File: src/rtl/rr_pkg.sv
// Shared constants, types and helpers for the round-robin requester slice.
// Latency: none (package only).
// Backpressure: not applicable.
package rr_pkg;
   localparam int REQS_DEF  = 4;
   localparam int CNT_W_DEF = 4;
   localparam int MAX_REQS  = 16;

   // Pending-job counter at the default width.
   typedef logic [CNT_W_DEF-1:0] pend_t;

   // True when the vector has at most one bit set.
   function automatic logic onehot0(input logic [MAX_REQS-1:0] v);
      return (v & (v - 16'd1)) == 16'd0;
   endfunction
endpackage

File: src/rtl/rr_req_slot.sv
// One client: pending-job counter, done/drop pulses, optional wait counter (RR_REQUESTER_STARVE_CHECK_EN).
// Latency: req is combinational from the counter; done/drop/starve are registered, one cycle after the edge.
// Backpressure: a job arriving while the counter is full and no grant is taken is dropped and flagged.
module rr_req_slot #(
   parameter int CNT_W    = 4,
   parameter int MAX_WAIT = 8
) (
   input  logic clk,
   input  logic rst,
   input  logic job,
   input  logic grant,
   output logic req,
   output logic done,
   output logic drop,
   output logic starve
);
   logic [CNT_W-1:0] pend_q;
   logic             accept;
   logic             full;

   assign req    = (pend_q != '0);
   assign accept = grant & req;
   assign full   = &pend_q;

   // Pending counter: a job and a grant in the same cycle cancel, so nothing wraps or drops.
   always_ff @(posedge clk) begin
      if (rst) begin
         pend_q <= '0;
         done   <= 1'b0;
         drop   <= 1'b0;
      end else begin
         done <= accept;
         drop <= job & ~accept & full;
         if (job && !accept && !full)
            pend_q <= pend_q + CNT_W'(1);
         else if (accept && !job)
            pend_q <= pend_q - CNT_W'(1);
      end
   end

`ifdef RR_REQUESTER_STARVE_CHECK_EN
   localparam int WAIT_W = $clog2(MAX_WAIT + 1);

   logic [WAIT_W-1:0] wait_cnt;
   logic              starve_q;

   // Wait counter: counts ungranted request cycles, saturates at MAX_WAIT, sets a sticky flag on arrival.
   always_ff @(posedge clk) begin
      if (rst) begin
         wait_cnt <= '0;
         starve_q <= 1'b0;
      end else if (!req || accept) begin
         wait_cnt <= '0;
      end else if (wait_cnt != WAIT_W'(MAX_WAIT)) begin
         wait_cnt <= wait_cnt + WAIT_W'(1);
         if (wait_cnt == WAIT_W'(MAX_WAIT - 1))
            starve_q <= 1'b1;
      end
   end

   assign starve = starve_q;
`else
   logic unused_cfg;
   assign unused_cfg = (MAX_WAIT > 0);
   assign starve     = 1'b0;
`endif
endmodule

File: src/rtl/rr_requester.sv
// Per-client job counting in front of an external arbiter, with sticky protocol checking; optional starvation check via RR_REQUESTER_STARVE_CHECK_EN.
// Latency: reqs_o combinational from registered counters; done_o/drop_o/proto_err_o/starve_o one cycle after the edge.
// Backpressure: jobs beyond counter capacity are dropped with a drop_o pulse; requests persist until granted.
module rr_requester
   import rr_pkg::*;
#(
   parameter int REQS     = REQS_DEF,
   parameter int CNT_W    = CNT_W_DEF,
   parameter int MAX_WAIT = 8
) (
   input  logic            clk,
   input  logic            rst,
   input  logic [REQS-1:0] job_i,
   output logic [REQS-1:0] reqs_o,
   input  logic [REQS-1:0] grants_i,
   input  logic            any_grant_i,
   output logic [REQS-1:0] done_o,
   output logic [REQS-1:0] drop_o,
   output logic            proto_err_o,
   output logic [REQS-1:0] starve_o
);
   logic proto_bad;

   for (genvar k = 0; k < REQS; k++) begin : g_slot
      rr_req_slot #(
         .CNT_W    (CNT_W),
         .MAX_WAIT (MAX_WAIT)
      ) u_slot (
         .clk    (clk),
         .rst    (rst),
         .job    (job_i[k]),
         .grant  (grants_i[k]),
         .req    (reqs_o[k]),
         .done   (done_o[k]),
         .drop   (drop_o[k]),
         .starve (starve_o[k])
      );
   end

   // Arbiter contract: at most one winner, only requesters win, flag matches, someone wins when anyone asks.
   always_comb begin
      proto_bad = 1'b0;
      if (!onehot0(MAX_REQS'(grants_i)))        proto_bad = 1'b1;
      if ((grants_i & ~reqs_o) != '0)           proto_bad = 1'b1;
      if (any_grant_i != (|grants_i))           proto_bad = 1'b1;
      if ((reqs_o != '0) && (grants_i == '0))   proto_bad = 1'b1;
   end

   // Sticky error flag, cleared only by reset.
   always_ff @(posedge clk) begin
      if (rst) proto_err_o <= 1'b0;
      else     proto_err_o <= proto_err_o | proto_bad;
   end
endmodule

File: config.mk
export PLATFORM = sky130hd
export DESIGN_NAME = rr_requester
export DESIGN_NICKNAME = d
export VERILOG_FILES = /design/src/rtl/rr_pkg.sv /design/src/rtl/rr_req_slot.sv /design/src/rtl/rr_requester.sv
export SDC_FILE = /design/constraint.sdc
export NUM_CORES = 1
export LEC_CHECK = 0
export BUFFER_PORTS_ARGS = -buffer_cell sky130_fd_sc_hd__buf_2
export CELL_PAD_IN_SITES_DETAIL_PLACEMENT = 2
export CELL_PAD_IN_SITES_GLOBAL_PLACEMENT = 2
export CORE_MARGIN = 2
export CORE_UTILIZATION = 37
export DETAILED_ROUTE_END_ITERATION = 8
export HOLD_SLACK_MARGIN = 0.02
export PLACE_DENSITY = 0.87
export SLEW_MARGIN = 20
export SYNTH_ARGS = -nofsm -noshare
export SYNTH_HDL_FRONTEND = slang
export SYNTH_HIERARCHICAL = 1
export SYNTH_SLANG_ARGS = --single-unit
File: constraint.sdc
create_clock -name clk -period 6.1 [get_ports clk]
set_input_delay 0.305 -clock clk [delete_from_list [all_inputs] [get_ports clk]]
set_output_delay 0.305 -clock clk [all_outputs]
set_load 0.02 [all_outputs]
* Yosys cells after proc, flatten, opt, wreduce, memory -nomap -nowiden
Cells that the tools add are included.
Storage, ports and cells: flip-flop bits (word level) 25, bits of input ports 11, output and inout port bits 17, word-level logic and storage cells 97
Cells by class: $add $sub $neg 9, equality and inequality tests 1, muxes and demuxes 12, bitwise logic cells 20, reductions and logical operators 42
Operators by type and width (number):
- 4-bit 2-to-1 mux | 8
- 4-bit nonzero test | 6
- 4-bit by 1-bit adder with 4-bit output, second input constant | 4
- 4-bit by 16-bit bitwise AND with 16-bit output | 1
- 16-bit logical NOT | 1
- 4-bit AND reduction | 4
- 4-bit by 1-bit subtractor with 4-bit output, second input constant | 4
- 1-bit logical AND | 13
- 1-bit bitwise AND | 12
- 1-bit logical NOT | 12
- 2-bit nonzero test | 4
- 4-bit by 1-bit subtractor with 5-bit output, second input constant | 1
- 4-bit bitwise AND | 1
- 4-bit logical NOT | 1
- 1-bit 2-to-1 mux | 4
- 1-bit inverter | 4
- 4-bit inverter | 1
- 4-bit OR reduction | 1
- 1-bit != test | 1
- 1-bit OR | 1

* Logic depth before layout (Yosys ltp)
depth in word-level cells 8, depth in mapped cells 7, mapped depth without buffers 7

* Cells and area by module
Netlist, hierarchy kept.
Modules (own cells, without submodules):
- rr_req_slot | instances 4, cells each 46, area each 411.6 µm²
- rr_requester | instances 1, cells each 14, area each 115.1 µm²

* Worst setup path after synthesis
No wires, ideal clock.
path kind register -> register, start point reg g_slot[0].u_slot.pend_q[0], end point reg g_slot[0].u_slot.pend_q[3], arrival time 1.889 ns, data required time 5.967 ns, slack 4.078 ns, stages on the path, launching flop included 8, buffers on the path 0, path through dfxtp_1 -> a41oi_1 -> o21ai_0 -> ha_1 -> a21oi_1 -> a21oi_1 -> mux2i_1 -> o221ai_1
On the way: longest elaborated chain between the ends 6
RTL lines:
- start: declaration | line rr_req_slot.sv:17 | logic [CNT_W-1:0] pend_q;
- start signal: assignment | line rr_req_slot.sv:35 | pend_q <= pend_q + CNT_W'(1);
- start signal: assignment | line rr_req_slot.sv:37 | pend_q <= pend_q - CNT_W'(1);
- branches (longest 6 deep; another with 4-bit by 1-bit subtractor with 4-bit output)
Parallel ways; which one is timed is not known. The select of a mux whose other input is x is not followed. A chain may end at the register's enable or synchronous reset.

* Worst setup path after layout
start point reg g_slot[3].u_slot.pend_q[0], end point reg g_slot[3].u_slot.pend_q[3]
On the way: longest elaborated chain between the ends 6
RTL lines (line):
- start: declaration | rr_req_slot.sv:17
- start signal: assignment | rr_req_slot.sv:35
- start signal: assignment | rr_req_slot.sv:37
- branches (longest 6 deep; another with 4-bit by 1-bit subtractor with 4-bit output)
Parallel ways; which one is timed is not known. The select of a mux whose other input is x is not followed.

==> results.md <==
- Status: finished clean
- First-pass GRT wire length: between 7 and 8 mm
- Global Route Usage Sum: 0.180
- Core area: roughly 0.0047 mm^2
- Largest net degree at the start of global routing: 24
- Critical Path Slowest Stage Cell: o21ai_0
- Period minus WS final: between 2 and 2.5 ns
- I/O Buffers: 23
- Post-DRT Antenna Nets: 0
- Final layout net count: 245
- Final setup fails: 0
- Die Width: 73 um
- Setup_tns: 0 ns
- CP Launch Type: register
- Ports: 28
- Worst VDD drop: 115 uV
- Worst Setup End Kind: register
- Initial antenna violation count: 0
- Reg-to-Reg End: g_slot[3].u_slot/pend_q[3]$_SDFFE_PP0P_
- CTS tree: done
- WS Path Type: register to register
- First drt pass iteration count: 4
- Placed Cells: 271
- FF-to-FF Start: g_slot[3].u_slot/pend_q[0]$_SDFFE_PP0P_
- Power Dens Cells: 413 mW/mm^2
- Tightest Pin Transition: 0.653 ns
- Min-delay src: grants_i[1]
- WL final: ~4.6 mm
- R2r setup slk: around 3.6 ns
- Hold path depth: 2
- GR Overflow Total: 0
- Worst Hold End: g_slot[1].u_slot/drop$_SDFF_PP0_
- CP dominant cell by count: a21oi_1
- DRT iter0 DRCs: 40
- Synth unique cells: 35
- Critical path fanouts, max: 8
- Vias per inst: 5.72
- Hold_buf cts: 0
- Placer's final routability congestion estimate: around 0.76
- Final antenna diode count: 0
- Max Cap Violations: 0
- Clock transition at path regs: 0.09 ns
- Seq/Total Area, Yosys: 0.284
- Root Driver: clkbuf_8
- CP arrival: roughly 2.6 ns
- Final Hold Fails: 0
- Max Fclk: 404 MHz
- Total Power: roughly 800 uW
- DIE HEIGHT: ~73 um
- HPWL Detailed: 3.46 mm
- Fillcell total: 533
- Synth Net Count: 221
- P&R area growth vs syn: 11.3%
- Share of layout cells above drive strength 1: 0.204
- Max-Slew Margin vs Limit: 0.560
- Max-slew violations: 0
- Post-Syn Instances: 198
- Vias in the first global route: 1612
- Post-CTS Setup Bufs: 0
- Fin crit share: 0.405
- Avg Cell Area, Syn: 8.90 um^2
- Routed vias: 1573
- Initial cell density of the core: 0.378
- Cts repair resizes: 0
- Remaining routing DRC violations: 0
- Leak Pwr: around 0.00084 uW
- Final Util: 0.421
- Warnings from Yosys: 6
- Routed len/inst: 16.7 um
- Final Non-Filler Cells: ~280
- Reg2reg path depth: 7
- Longest Clk Path Bufs: 2
- Die area: 0.00533 mm^2
- Row count: 25
- RSZ-0062 raised after global routing: no
- Post-synthesis cell area: 0.00176 mm^2
- Cts bufs inserted: 3
- Worst path max stage delay: ~0.54 ns
- CP required: approximately 6.3 ns
- Final Skew: ~0.0014 ns
- Clk sink count: 25
- H-tree Lvls: 1
- #FFs+latches synth: 25
- Worst min path class: primary input to register
- Clock Latency Late Sink: 0.27 ns
- CP Cell Sequence: a41oi_1, o21ai_0, ha_1, a21oi_1, a21oi_1, mux2i_1, o221ai_1
- Setup crit start: g_slot[3].u_slot/pend_q[0]$_SDFFE_PP0P_
==> cells in the mapped netlist <==
library cell,count,area share
nand2_1,20,0.043
o311ai_0,1,0.0050
a21oi_1,12,0.034
inv_1,9,0.019
nor4b_1,2,0.0099
ha_1,8,0.057
o22ai_2,4,0.028
nor4bb_1,4,0.023
a41oi_1,4,0.020
nand3_1,12,0.034
nor4_1,4,0.014
o41a_1,4,0.026
o21ai_0,8,0.023
or2_2,4,0.014
nand3b_1,4,0.017
a21o_1,1,0.0043
or4_4,1,0.0064
mux2i_1,12,0.068
buf_4,4,0.017
or2b_1,4,0.017
o221ai_1,4,0.020
nor2_1,5,0.011
fa_1,4,0.045
a21oi_2,4,0.020
nand2b_1,4,0.014
conb_1,4,0.0085
or4_1,2,0.0085
xor2_1,4,0.020
nor2b_1,5,0.018
and2_1,4,0.014
mux2_4,4,0.034
dfxtp_1,25,0.28
or3b_2,1,0.0050
o211ai_1,1,0.0043
nor3_1,5,0.014
==> where the power goes <==
group	leakage [uW]	switching [uW]	internal [uW]
combinational	0.000608	236	185
clock	0.0000255	57.0	45.8
sequential	0.000206	78.2	207
==> critical path, delay by kind of cell (launching register included) <==
kind                       cells  cell delay (ns)
adders and majority gates      1             0.38
DFF                            1             0.52
muxes                          1             0.17
AOI/OAI and AO/OA              5             1.27
==> kinds of logic after synthesis <==
logic type / count (synthesis) / share of synthesized area
and+or+nand+nor: 81 / 0.263
adders and majority gates: 12 / 0.102
DFF: 25 / 0.284
xor gates and xnor gates: 4 / 0.0199
other: 4 / 0.00852
buffers and inverters: 13 / 0.0362
AOI/OAI and AO/OA: 43 / 0.184
muxes: 16 / 0.102
==> sequential cells by signal, indices dropped and copies added, names as in the netlist <==
signal	count
g_slot.u_slot/drop	4
g_slot.u_slot/pend_q	16
g_slot.u_slot/done	4
proto_err_o	1
==> routing by layer <==
layer | global-route usage | share of wire | wire length (um)
met4 | 0.0556 | 0 | 0
met2 | 0.308 | 0.51 | 2340
met1 | 0.237 | 0.47 | 2160
met3 | 0.0193 | 0.022 | 102
met5 | 0 | 0 | 0
==> worst max path at each step <==
stage                                                         end  slack [ns]  depth (start not counted)
after floorplan           g_slot[0].u_slot/pend_q[3]$_SDFFE_PP0P_        4.08                          7
after global routing      g_slot[3].u_slot/pend_q[3]$_SDFFE_PP0P_        3.35                          7
after detailed placement  g_slot[2].u_slot/pend_q[3]$_SDFFE_PP0P_        3.65                          7
after CTS                 g_slot[3].u_slot/pend_q[3]$_SDFFE_PP0P_        3.60                          7
after global placement    g_slot[2].u_slot/pend_q[3]$_SDFFE_PP0P_        3.76                          7
final                     g_slot[3].u_slot/pend_q[3]$_SDFFE_PP0P_        3.63                          7
==> cell usage in the layout, fill, tap and decap left out, types with 4 or more instances in the layout <==
cell	count
a41oi_1	4
buf_2	23
nor3_1	5
a21oi_2	4
mux2i_1	12
nand2b_1	4
conb_1	4
nor2_1	5
o41a_1	4
o22ai_2	4
nand3_1	12
nor4bb_1	4
a21oi_1	12
ha_1	8
fa_1	4
mux2_4	4
nand3b_1	4
and2_1	4
nor2b_1	5
o21ai_0	8
dfxtp_1	25
or2b_1	4
xor2_1	4
or2_2	4
nor4_1	4
nand2_1	20
inv_1	9
o221ai_1	4
==> stage by stage <==
stage	hold slack [ns]	worst slack [ns]	area, um^2
6_report	0.308	3.63	1960
5_1_grt	0.314	3.35	1960
3_3_place_gp	0.540	3.76	1910
3_5_place_dp	0.559	3.65	1910
2_1_floorplan	0.383	4.08	1760
4_1_cts	0.309	3.60	1960
==> layout make-up <==
| cell class | count | area, um^2 | area share |
|---|---|---|---|
| Inverter | 9 | 33.8 | 0.0172 |
| Clock buffer | 3 | 41.3 | 0.0211 |
| Multi-Input combinational cell | 160 | 1200 | 0.611 |
| Clock inverter | 1 | 5.00 | 0.00255 |
| Tap cell | 54 | 67.6 | 0.0345 |
| Timing Repair Buffer | 23 | 115 | 0.0587 |
| Sequential cell | 25 | 500 | 0.255 |
Power figures use the tool's default switching activity.
